File: src/rtl/uart_tx_arbiter_if.sv
// Handshake bundle between the requesting cores, the arbiter and the UART transmitter.
// The slave modport is the arbiter's view of the bundle; the master modport is the view of the logic around it.
interface uart_tx_arbiter_if #(
    parameter int unsigned REQS = 4
);
    logic [REQS-1:0]   req_valid;
    logic [8*REQS-1:0] req_data;
    logic [REQS-1:0]   req_ready;
    logic              tx_valid;
    logic [7:0]        tx_data;
    logic              tx_ready;
    logic [4:0]        grant_id;
    logic              busy;

    modport slave (
        input  req_valid, req_data, tx_ready,
        output req_ready, tx_valid, tx_data, grant_id, busy
    );

    modport master (
        output req_valid, req_data, tx_ready,
        input  req_ready, tx_valid, tx_data, grant_id, busy
    );
endinterface

File: src/rtl/uart_tx_arbiter.sv
// Round-robin arbiter that lets one core at a time stream bytes into a single UART transmitter.
// A grant ends on EOL_CHAR, after MAX_BURST bytes, or after IDLE_TIMEOUT consecutive stalled cycles.
module uart_tx_arbiter #(
    parameter int unsigned REQS         = 4,
    parameter int unsigned MAX_BURST    = 64,
    parameter logic [7:0]  EOL_CHAR     = 8'h0a,
    parameter int unsigned IDLE_TIMEOUT = 16
) (
    input logic            clk,
    input logic            reset_n,
    uart_tx_arbiter_if.slave bus
);

    typedef enum logic {IDLE, XFER} state_t;

    state_t     state_q, state_d;
    logic [4:0] grant_q, grant_d;
    logic [4:0] last_q, last_d;
    logic [7:0] byte_cnt_q, byte_cnt_d;
    logic [7:0] stall_q, stall_d;
    logic       tx_valid_q;
    logic [7:0] tx_data_q;

    logic       sel_valid;
    logic [7:0] sel_data;
    logic       stage_free;
    logic       xfer;
    logic       rr_found_hi, rr_found_lo;
    logic [4:0] rr_hi, rr_lo;

    always_comb begin
        sel_valid = 1'b0;
        sel_data  = '0;
        for (int unsigned i = 0; i < REQS; i++) begin
            if (grant_q == i[4:0]) begin
                sel_valid = bus.req_valid[i];
                sel_data  = bus.req_data[8*i +: 8];
            end
        end
    end

    assign stage_free = !tx_valid_q || bus.tx_ready;
    assign xfer       = (state_q == XFER) && sel_valid && stage_free;

    always_comb begin
        bus.req_ready = '0;
        for (int unsigned i = 0; i < REQS; i++) begin
            bus.req_ready[i] = (state_q == XFER) && stage_free && (grant_q == i[4:0]);
        end
    end

    // Round-robin search split in two passes: indices above last_q win first, then wrap to the rest.
    always_comb begin
        rr_found_hi = 1'b0;
        rr_found_lo = 1'b0;
        rr_hi       = '0;
        rr_lo       = '0;
        for (int unsigned i = 0; i < REQS; i++) begin
            if (bus.req_valid[i]) begin
                if (i[4:0] > last_q) begin
                    if (!rr_found_hi) begin
                        rr_found_hi = 1'b1;
                        rr_hi       = i[4:0];
                    end
                end else if (!rr_found_lo) begin
                    rr_found_lo = 1'b1;
                    rr_lo       = i[4:0];
                end
            end
        end
    end

    always_comb begin
        state_d    = state_q;
        grant_d    = grant_q;
        last_d     = last_q;
        byte_cnt_d = byte_cnt_q;
        stall_d    = stall_q;
        case (state_q)
            IDLE: begin
                if (rr_found_hi || rr_found_lo) begin
                    grant_d    = rr_found_hi ? rr_hi : rr_lo;
                    state_d    = XFER;
                    byte_cnt_d = '0;
                    stall_d    = '0;
                end
            end
            XFER: begin
                stall_d = sel_valid ? 8'd0 : stall_q + 8'd1;
                if (xfer) begin
                    byte_cnt_d = byte_cnt_q + 8'd1;
                end
                if ((xfer && (sel_data == EOL_CHAR || byte_cnt_q + 8'd1 == 8'(MAX_BURST))) ||
                    (!sel_valid && stall_q + 8'd1 == 8'(IDLE_TIMEOUT))) begin
                    state_d = IDLE;
                    last_d  = grant_q;
                end
            end
            default: state_d = IDLE;
        endcase
    end

    always_ff @(posedge clk or negedge reset_n) begin
        if (!reset_n) begin
            state_q    <= IDLE;
            grant_q    <= '0;
            last_q     <= 5'(REQS - 1);
            byte_cnt_q <= '0;
            stall_q    <= '0;
        end else begin
            state_q    <= state_d;
            grant_q    <= grant_d;
            last_q     <= last_d;
            byte_cnt_q <= byte_cnt_d;
            stall_q    <= stall_d;
        end
    end

    // Output stage drains on its own, so a byte held at release still goes out.
    always_ff @(posedge clk or negedge reset_n) begin
        if (!reset_n) begin
            tx_valid_q <= 1'b0;
            tx_data_q  <= '0;
        end else if (xfer) begin
            tx_valid_q <= 1'b1;
            tx_data_q  <= sel_data;
        end else if (bus.tx_ready) begin
            tx_valid_q <= 1'b0;
        end
    end

    assign bus.tx_valid = tx_valid_q;
    assign bus.tx_data  = tx_data_q;
    assign bus.grant_id = grant_q;
    assign bus.busy     = (state_q == XFER);

endmodule

File: src/flat_wrapper.sv
// flat-port wrapper written by rule: the top's interface ports become plain ports
module uart_tx_arbiter_flat 
#(
    parameter int unsigned REQS         = 4,
    parameter int unsigned MAX_BURST    = 64,
    parameter logic [7:0]  EOL_CHAR     = 8'h0a,
    parameter int unsigned IDLE_TIMEOUT = 16
)
  (clk, reset_n, bus_req_valid, bus_req_data, bus_tx_ready, bus_req_ready, bus_tx_valid, bus_tx_data, bus_grant_id, bus_busy);
  uart_tx_arbiter_if #(.REQS(REQS)) bus_i ();
  input logic clk;
  input logic reset_n;
  input wire logic [$bits(bus_i.req_valid)-1:0] bus_req_valid;
  input wire logic [$bits(bus_i.req_data)-1:0] bus_req_data;
  input wire logic [$bits(bus_i.tx_ready)-1:0] bus_tx_ready;
  output wire logic [$bits(bus_i.req_ready)-1:0] bus_req_ready;
  output wire logic [$bits(bus_i.tx_valid)-1:0] bus_tx_valid;
  output wire logic [$bits(bus_i.tx_data)-1:0] bus_tx_data;
  output wire logic [$bits(bus_i.grant_id)-1:0] bus_grant_id;
  output wire logic [$bits(bus_i.busy)-1:0] bus_busy;
  assign bus_i.req_valid = bus_req_valid;
  assign bus_i.req_data = bus_req_data;
  assign bus_i.tx_ready = bus_tx_ready;
  assign bus_req_ready = bus_i.req_ready;
  assign bus_tx_valid = bus_i.tx_valid;
  assign bus_tx_data = bus_i.tx_data;
  assign bus_grant_id = bus_i.grant_id;
  assign bus_busy = bus_i.busy;
  uart_tx_arbiter #(.REQS(REQS), .MAX_BURST(MAX_BURST), .EOL_CHAR(EOL_CHAR), .IDLE_TIMEOUT(IDLE_TIMEOUT)) u_core (.clk(clk), .reset_n(reset_n), .bus(bus_i));
endmodule
File: config.mk
export PLATFORM = sky130hd
export DESIGN_NAME = uart_tx_arbiter_flat
export DESIGN_NICKNAME = d
export VERILOG_FILES = /design/src/rtl/uart_tx_arbiter_if.sv /design/src/rtl/uart_tx_arbiter.sv /design/src/flat_wrapper.sv
export SDC_FILE = /design/constraint.sdc
export NUM_CORES = 1
export LEC_CHECK = 0
export ABC_CLOCK_PERIOD_IN_PS = 3200
export CAP_MARGIN = 0
export CORE_UTILIZATION = 45
export DETAILED_ROUTE_END_ITERATION = 10
export PLACE_DENSITY = 0.84
export SKIP_LAST_GASP = 1
export SLEW_MARGIN = 10
export SYNTH_ARGS = -nofsm -noshare
export SYNTH_HDL_FRONTEND = slang
export SYNTH_SLANG_ARGS = --single-unit
export TNS_END_PERCENT = 5
File: constraint.sdc
create_clock -name clk -period 3.2 [get_ports clk]
set_input_delay 0.8 -clock clk [delete_from_list [all_inputs] [get_ports clk]]
set_output_delay 0.8 -clock clk [all_outputs]
set_load 0.02 [all_outputs]
==> metrics.md, run 1 <==
| Metric | Value |
|---|---|
| Worst-Skew Late Latency | `0.28 ns` |
| DIE WIDTH | `67.1 µm` |
| Final setup viols | `1` |
| Layout Utilization | `63.7%` |
| Final hold viol count | `0` |
| CORE AREA | `4030 µm²` |
| CTS tree | `built` |
| HP Class | `reg -> reg` |
| Pin count of the biggest net entering global routing | `31` |
| Fin Hold WS | `0.505 ns` |
| Status | `finished, violations left` |
| DR pass1 iterations | `4` |
| Failing checks | `negative setup slack` |
| Share of the synthesized area in the top cell type | `36.7%` |
| IR drop worst, VDD | `326 µV` |
| Power, Total | `1.69 mW` |
| Row cnt | `23` |
| Setup crit end kind | `output pin` |
| Max FO, Critical Path | `6` |
| Synth cell types | `45` |
| GRT Util Overall | `22.7%` |
| Num CTS Buffers | `5` |
| Critical Path RT | `2.40 ns` |
| CTS Hold Buffers Added | `0` |
| Startpoint Class | `primary input` |
| Routability Congestion | `0.780` |
| #FFs+latches synth | `30` |
| Antenna viol nets, final | `0` |
| P&R area growth vs syn | `34.5%` |
| Fin crit period | `3.25 ns` |
| FF-to-FF setup slack | `0.48 ns` |
| RSZ-0062 raised after global routing | `yes` |
| Slew HR | `44.8%` |
| First-pass GRT wire length | `7490 µm` |
| Register area share after synthesis | `39.4%` |
| Final WS setup | `-0.0520 ns` |
| PortBufs | `54` |
| Combinational power share | `41.5%` |
| Vias in the first global route | `1,563` |
| Clk sinks | `30` |
| Origin of the worst setup path | `bus_tx_ready` |
| Pre-CTS setup slack | `-0.0905 ns` |
| Worst-path clk slew | `0.07 ns` |
| Boundary pin count | `58` |
| R2r endpoint | `u_core.last_q[0]$_DFFE_PN1P_` |
| Die ar. | `4510 µm²` |
| Max_cap viols | `0` |
| Wire per inst | `16.0 µm` |
| Reg2Reg Launch Point | `u_core.bus.grant_id[0]$_DFFE_PN0P_` |
| DRC | `0` |
| CTS Root Cell | `clkbuf_8` |
| Post-Place Cell Area | `2460 µm²` |
| Synth area leaders | `dfrtp_1, mux4_2, mux2_2, o21ai_0, nand2_1` |
| Die Ht | `67.1 µm` |
| Overflow after GRT | `0` |
| Crit Path Category | `in -> out` |
| Min-Delay Path Depth | `1` |
| Internal power of the cells | `1.10 mW` |
| Routed vias | `1,682` |
| Share of post-route cells with drive strength above 1 | `12.5%` |
| Total Wirelength | `4640 µm` |
| ANT cells | `0` |
| Most common cell after layout, fill and taps aside | `clkdlybuf4s50_1` |
| Dpl cells | `282` |
| Final critical-path share of the clock period | `102%` |
| Fmax | `308 MHz` |
| Post-Layout Inst Area | `2570 µm²` |
| Post-Syn Area per Cell | `10.3 µm²` |
| Cells after synthesis | `186` |
| Pins Over Slew Limit | `0` |
| Vias per cell | `5.80` |
| Non-Filler Instances | `290` |
| Post-Synthesis Cell Area | `1910 µm²` |
| Commonest non-fill, non-tap cells in the layout | `clkdlybuf4s50_1, dfrtp_1, nand2_1` |
| # H-tree levels | `2` |
| Setup crit end | `bus_req_ready[0]` |
| Setup TNS | `-0.0520 ns` |
| Clock Power Share | `22.1%` |
| Crit path DAT | `2.45 ns` |
| Initial DRC count | `115` |
| Clock Path Buffers | `2` |
| Switch share | `35.3%` |
| Initial antenna violation count | `0` |
| Switching power | `597 µW` |
| HPWL after detailed placement | `3350 µm` |
| Post-CTS setup buffers | `0` |
| Fin Clk Skew | `0.00888 ns` |
| # nets final | `281` |
| YS warnings | `0` |
| R2R depth | `6` |
| Starting Density | `47.4%` |
| Leakage power | `1.05 nW` |
| Sequential cell fraction of total power | `36.5%` |
| Pwr Density | `659 nW/µm²` |
| Cell taking the most area after synthesis | `dfrtp_1` |
| Worst-Margin Slew | `0.828 ns` |
-- cell usage after synthesis (all sizes together) --
cell      n
o21ai    20
inv       1
a21o      1
mux4      9
mux2i     3
and2      1
dfstp     2
o221a     1
o31ai     6
nor3b     2
xnor2     4
a2111oi   1
dfrtp    28
buf       9
nand2    22
nor2b     2
mux2     11
and3      7
xor2      2
a31oi     3
a21oi     3
nor3      2
nor4      2
a22o      1
or4       1
nand2b    5
nor4bb    1
and4bb    1
and4      2
a32o      1
nor2      7
a211o     1
conb      1
nand3     9
ha        3
nand4     6
o41ai     1
o2111ai   1
clkbuf    3
-- worst min-delay path by stage --
stage | slack (ns) | start | end
2_1_floorplan | 0.47 | u_core.stall_q[7]$_DFFE_PN0P_ | u_core.stall_q[7]$_DFFE_PN0P_
3_3_place_gp | 0.48 | u_core.stall_q[7]$_DFFE_PN0P_ | u_core.stall_q[7]$_DFFE_PN0P_
3_5_place_dp | 0.49 | u_core.bus.tx_data[5]$_DFFE_PN0P_ | u_core.bus.tx_data[5]$_DFFE_PN0P_
4_1_cts | 0.51 | u_core.bus.tx_data[5]$_DFFE_PN0P_ | u_core.bus.tx_data[5]$_DFFE_PN0P_
5_1_grt | 0.52 | u_core.bus.tx_data[1]$_DFFE_PN0P_ | u_core.bus.tx_data[1]$_DFFE_PN0P_
6_report | 0.50 | u_core.bus.tx_data[2]$_DFFE_PN0P_ | u_core.bus.tx_data[2]$_DFFE_PN0P_
-- flip-flops by register name, indices dropped and copies added (netlist names) --
register / cells
u_core.stall_q: 8
u_core.bus.tx_data: 8
u_core.bus.busy: 1
u_core.byte_cnt_q: 8
u_core.bus.grant_id: 2
u_core.last_q: 2
u_core.bus.tx_valid: 1
-- cell families after synthesis --
group                    after synthesis  synth area share, %
AO/OA/AOI/OAI                         40                 13.2
AND/OR/NAND/NOR                       70                 19.7
XOR/XNOR                               6                 2.75
multiplexers                          23                 18.7
adder cells (fa/ha/maj)                3                 1.97
buffers and inverters                 13                 4.13
other                                  1                0.196
flip-flops                            30                 39.4
-- power by group through the flow --
| stage | Clock, mW | Sequential [mW] | Combinational, mW |
|---|---|---|---|
| finish | 0.374 | 0.617 | 0.702 |
| global route | 0.397 | 0.634 | 0.758 |
| CTS | 0.378 | 0.615 | 0.706 |
| detailed placement | 0 | 0.622 | 0.705 |
| global placement | 0 | 0.616 | 0.682 |
| floorplan | 0 | 0.644 | 0.400 |
-- critical path, cell delays in order --
cell and delay, ns:
clkdlybuf4s50_1 0.45, nand2b_1 0.25, nand2_1 0.16, nor3_1 0.16
clkdlybuf4s50_1 0.64
-- repair_timing --
action | CTS | global route
gates resized for setup | 1 | 1
setup endpoints to repair | 3 | 3
hold endpoints to repair | 0 | 0
-- metal layers --
layer,global-route usage (%),part of all wire (%),wire [µm]
met1,28.6,43,2010
met2,38.4,50,2320
met3,6.25,5.2,239
met4,5.59,1.5,68
met5,0,0,0
-- layout make-up --
type,instances,area (µm²)
flip-flops and latches,30,753
fillers,340,1460
clock inverters,1,30.0
repair buffers,56,557
well taps,50,62.6
clock buffers,7,76.3
multi-input cells,145,1080
inverters,1,3.75
No activity file was read; power rests on OpenSTA's default activity.
==> inputs of run 2 (changes only) <==
Settings changed: GPL_ROUTABILITY_DRIVEN from default to 1.
==> results of run 2 <==
Final layout, timing and power as in run 1 (identical DEF).
